--- config.mk ---
export PLATFORM = sky130hd
export DESIGN_NAME = regfile_hilo
export DESIGN_NICKNAME = d
export VERILOG_FILES = /design/src/rtl/regfile_hilo_pkg.sv /design/src/rtl/hilo_reg.sv /design/src/rtl/regfile_hilo.sv
export SDC_FILE = /design/constraint.sdc
export NUM_CORES = 2
export LEC_CHECK = 0
export CAP_MARGIN = 30
export CORE_UTILIZATION = 50
export CTS_CLUSTER_DIAMETER = 200
export DETAILED_ROUTE_END_ITERATION = 16
export DONT_BUFFER_PORTS = 1
export GPL_TIMING_DRIVEN = 0
export PLACE_DENSITY = 0.76
export SYNTH_ARGS = -nofsm -noshare
export SYNTH_HDL_FRONTEND = slang
export SYNTH_SLANG_ARGS = --single-unit
--- constraint.sdc ---
create_clock -name clk -period 4.4 [get_ports clk]
set_clock_uncertainty 0.05 [all_clocks]
set_input_delay 0.88 -clock clk [delete_from_list [all_inputs] [get_ports clk]]
set_output_delay 0.88 -clock clk [all_outputs]
set_load 0.01 [all_outputs]
--- src/rtl/regfile_hilo_pkg.sv ---
// Shared types and constants for the MIPS-style GPR file with HI/LO registers.
package regfile_hilo_pkg;

    typedef logic [4:0]  creg_addr_t;
    typedef logic [31:0] word_t;

    localparam creg_addr_t REG_ZERO  = 5'd0;
    localparam word_t      WORD_ZERO = 32'h0;

endpackage

--- src/rtl/hilo_reg.sv ---
// HI/LO multiply-divide result registers with same-cycle write bypass.
module hilo_reg
    import regfile_hilo_pkg::*;
(
    input  logic  clk,
    input  logic  resetn,
    input  logic  wr_ok,
    input  logic  hi_we,
    input  logic  lo_we,
    input  word_t hi_wd,
    input  word_t lo_wd,
    output word_t hi_rd,
    output word_t lo_rd
);

    word_t hi_q;
    word_t lo_q;
    logic  hi_wr;
    logic  lo_wr;

    // A write that will not commit is not bypassed either.
    assign hi_wr = hi_we & wr_ok & resetn;
    assign lo_wr = lo_we & wr_ok & resetn;

    always_ff @(posedge clk or negedge resetn) begin
        if (!resetn) begin
            hi_q <= WORD_ZERO;
            lo_q <= WORD_ZERO;
        end else begin
            if (hi_wr) hi_q <= hi_wd;
            if (lo_wr) lo_q <= lo_wd;
        end
    end

    always_comb begin
        hi_rd = hi_wr ? hi_wd : hi_q;
        lo_rd = lo_wr ? lo_wd : lo_q;
    end

endmodule

--- src/rtl/regfile_hilo.sv ---
// 31-entry flop-based GPR file (r0 hardwired to zero), two combinational
// read ports with write bypass, plus the HI/LO register pair.
module regfile_hilo
    import regfile_hilo_pkg::*;
(
    input  logic       clk,
    input  logic       resetn,
    input  creg_addr_t ra1,
    input  creg_addr_t ra2,
    output word_t      rd1,
    output word_t      rd2,
    input  logic       we,
    input  creg_addr_t wa,
    input  word_t      wd,
    input  logic       hi_we,
    input  logic       lo_we,
    input  word_t      hi_wd,
    input  word_t      lo_wd,
    output word_t      hi_rd,
    output word_t      lo_rd
);

    word_t gpr_q [31:1];
    logic  wr_ok_q;
    logic  gpr_we;

    // Cleared by reset, set by the first clock edge afterwards, so a write
    // presented on the release edge is dropped.
    always_ff @(posedge clk or negedge resetn) begin
        if (!resetn) begin
            wr_ok_q <= 1'b0;
        end else begin
            wr_ok_q <= 1'b1;
        end
    end

    assign gpr_we = we & wr_ok_q & resetn & (wa != REG_ZERO);

    always_ff @(posedge clk or negedge resetn) begin
        if (!resetn) begin
            for (int i = 1; i < 32; i++) begin
                gpr_q[i] <= WORD_ZERO;
            end
        end else if (gpr_we) begin
            gpr_q[wa] <= wd;
        end
    end

    always_comb begin
        rd1 = WORD_ZERO;
        rd2 = WORD_ZERO;
        if (resetn && (ra1 != REG_ZERO)) begin
            rd1 = (gpr_we && (wa == ra1)) ? wd : gpr_q[ra1];
        end
        if (resetn && (ra2 != REG_ZERO)) begin
            rd2 = (gpr_we && (wa == ra2)) ? wd : gpr_q[ra2];
        end
    end

    hilo_reg u_hilo_reg (
        .clk    (clk),
        .resetn (resetn),
        .wr_ok  (wr_ok_q),
        .hi_we  (hi_we),
        .lo_we  (lo_we),
        .hi_wd  (hi_wd),
        .lo_wd  (lo_wd),
        .hi_rd  (hi_rd),
        .lo_rd  (lo_rd)
    );

endmodule
==> summary.txt <==
Outcome
  – Run status: complete, but fails checks
  – Failing checks: negative setup slack

Synth
  – Largest family of logic cells by synthesized area: multiplexers
  – Ys Warns: 0
  – Syn Area/Cell: 13.8 um2
  – Cells after Synth: 4131
  – Synth Area in Adders: 0%
  – Synth cell types: 60
  – Sequential area share after synthesis: 46.3%
  – Main flop type after synthesis: dfrtp_1
  – Top cell type's share of synthesized area: between 40% and 50%
  – Post-synthesis cell area: 0.0572 mm2
  – Async set-reset flop share out of synthesis: 100%
  – Mux share of post-synthesis cell area: between 40% and 50%
  – Xor and xnor fraction of the mapped netlist area: 0.153%
  – Cell taking the most area after synthesis: dfrtp_1
  – Top post-synthesis cells by area: dfrtp_1, mux2_2, mux4_2
  – Simple-gate share of the synthesized area: 2.63%
  – EDFF count, synth: 0
  – Synthesis-stage register bit count: 1057
  – Synth Area in Compound Gates: 6.42%
  – Mapped Nets: 4247

Power
  – Worst vdd ir: 0.361 mV
  – Switching share of power: between 20 and 30%
  – P_int: 18.2 mW
  – Combinational Power Share: between 10% and 20%
  – Clk pwr share: 39.9%
  – Power Dens Cells: 391 mW/mm2
  – NetSw: 7.01 mW
  – Reg power frac: 44.3%
  – Total Power: 25.2 mW
  – Lkg Pwr: 29.5 nW

Critical path
  – Critical path's most frequent cell: buf_4
  – Worst r2r src: wr_ok_q
  – Worst-path cell chain: buf_4, buf_6, buf_4, buf_4, buf_6, mux2i_1, o22ai_1, nor3_1, nor2_4
  – Slowest CP cell: mux2i_1
  – Worst-path maximum fanout: 11
  – CP Data Arrival Time: around 3.6 ns
  – Crit Path Class: input pin to output pin
  – Worst reg2reg setup slack: roughly 1.1 ns
  – CP max stage delay: 0.53 ns
  – Worst r2r dst: gpr_q[731]
  – Crit path capture type: output pin
  – Reg2Reg Depth: 5
  – CP required: 3.47 ns
  – CP startpoint kind: input pin

STA
  – Crit share post-route: 104%
  – Final setup violation count: 35
  – Slew at the pin closest to its max-slew limit: 1.18 ns
  – Number of hold violations in the final report: 0
  – Hold WS: 0.0423 ns
  – Final Max Tran Viols: 0
  – Slew Limit Headroom: 21.1%
  – Fmax: 219 MHz
  – Setup WS post-layout: -0.171 ns
  – Fin crit period: between 4 and 5 ns

Global route
  – Met2 usage: 53.0%
  – Vias in the first global route: 42400
  – First-pass GRT wire length: 315 mm
  – GR Layer Usage met1: 48.7%
  – Top Usage Layer GRT: met2
  – Total congestion overflow: 0
  – Grt met3 use: ~18%
  – Antenna violations before repair: 14
  – Total GRT Usage: 38.7%
  – Largest net degree at the start of global routing: 1064

Placed design
  – Hpwl dp: about 160 mm
  – Port Buffers: 0
  – RD Place Congestion: about 1.0
  – Inst Count DP: 5648

Floorplanning
  – Die Span X: 340 um
  – DIE AREA: around 0.12 mm2
  – Initial core utilization: around half
  – Row count: 123
  – Number of top-level pins: 244
  – Die Y-Extent: about 340 um
  – Area of the core: 0.113 mm2

Route
  – Routed vias: 42500
  – # DRC: 0
  – TritonRoute pass-1 iters: 5
  – DR iter-0 viols: 5815
  – Routed wire per std cell: between 30 and 40 um
  – DR vias/cell: 7.21
  – WL final: 229 mm
  – ANT nets after route: 0

Layout
  – Share of layout cells above drive strength 1: 46.2%
  – Final #Nets: ~4400
  – Most frequent cells in the layout: mux2_2, dfrtp_1, mux4_2, mux2i_1, clkbuf_1
  – Area grow syn2layout: 12.6%
  – Multi-input gate area: 0.0289 mm2
  – Fillers: 9089
  – Post-Layout Cell Count: 5896
  – FF/Latch Area: between 0.02 and 0.03 mm2
  – Most common cell after layout, fill and taps aside: mux2_2
  – Final Util: around 57%

Clock tree
  – CTS Buffer Depth: 3
  – Clock latency at the later pin of the worst-skew pair: 0.72 ns
  – Worst-path clk slew: 0.06 ns
  – H-tree level count: 3
  – CTS root buffer: clkbuf_16
  – CTS tree: done
  – TritonCTS Buffers: 113
  – Clock Sinks: between 1000 and 1500

Flow run
  – Number of max-cap violations: 0

Hold path
  – HP Class: input pin to async pin
## routing by layer
layer / vias to the layer above / wire length (um)
met3: 918 / 34600
li1: 16100 / -
met2: 3293 / 93100
met1: 22200 / 81700
met4: 16 / 19300
met5: - / 205
## how the worst max path moves through the flow
stage	startpoint	end	slack, ns	cells past startpoint
floorplan	ra1[0]	rd1[27]	1.04	8
global placement	ra2[4]	rd2[16]	-1.12	7
detailed placement	ra1[2]	rd1[15]	-0.92	7
CTS	ra1[1]	rd1[1]	0.0006	7
global route	ra1[0]	rd1[7]	-0.10	8
finish	ra2[0]	rd2[14]	-0.17	9
## sequential cells by signal, indices dropped and copies added (netlist names)
signal / flops
gpr_q: 992
u_hilo_reg.hi_q: 32
u_hilo_reg.lo_q: 32
wr_ok_q: 1
## through the flow
| step | TNS, ns | setup WS (ns) | cell area (um2) |
|---|---|---|---|
| 2_1_floorplan | 0 | 1.04 | 57200 |
| 3_3_place_gp | -32.36 | -1.12 | 59100 |
| 3_5_place_dp | -30.70 | -0.925 | 59300 |
| 4_1_cts | 0 | 0.000575 | 63700 |
| 5_1_grt | -0.101 | -0.100 | 64400 |
| 6_report | -2.06 | -0.171 | 64400 |
## critical path, delay by kind of cell
kind | cells | cell delay (ns)
compound gates | 1 | 0.18
simple gates | 2 | 0.44
buf+inv | 5 | 1.55
mux | 1 | 0.53
## cell families after synthesis
kind of cell           count (synthesis)
XOR/XNOR                              10
multiplexers                        1793
AO/OA/AOI/OAI                        504
AND/OR/NAND/NOR                      323
flip-flops                          1057
other                                  1
buffers and inverters                443
## synthesized netlist by cell type (4+ instances only)
master,count
a211o_1,13
a211oi_1,9
a21oi_1,44
a221oi_1,32
a22o_1,12
a22oi_1,58
a2bb2oi_1,12
a31oi_1,26
and3_1,4
buf_1,14
buf_2,174
buf_4,49
buf_6,22
clkbuf_1,177
dfrtp_1,1057
inv_1,6
mux2_1,61
mux2_2,1125
mux2i_1,303
mux4_2,304
nand2_1,134
nand2b_1,9
nand3_1,8
nor2_1,78
nor2_2,4
nor2b_1,50
nor3_1,16
o2111ai_1,27
o211ai_1,27
o21ai_0,65
o221ai_1,52
o22a_1,4
o22ai_1,73
o311a_1,6
o32ai_1,36
xnor2_1,5
xor2_1,5
## power by group through the flow
stage	clock network [mW]	registers [mW]	logic, mW
final	10.1	11.2	3.96
after detailed placement	0	11.3	3.48
after global placement	0	11.2	3.39
after CTS	10.1	11.1	3.56
after floorplan	0	11.1	2.43
after global routing	10.4	11.3	4.07
## cell type report
cell class,count,share of cell area (%)
Clock buffer,178,5.42
Tap cell,1500,2.91
Buffer,434,3.82
Multi-Input combinational cell,2631,44.9
Sequential cell,1057,41.1
Timing Repair Buffer,44,1.23
Clock inverter,33,0.593
Antenna cell,12,0.0466
Inverter,7,0.0408
## what timing repair did
action	in CTS	in global routing
resized for setup	148	79
endpoints found under the hold margin	1057	78
endpoints found under the setup margin	64	1056
pin swaps	11	7
buffers inserted	2	2
cloned	0	11
No activity file was read; power rests on OpenSTA's default activity.
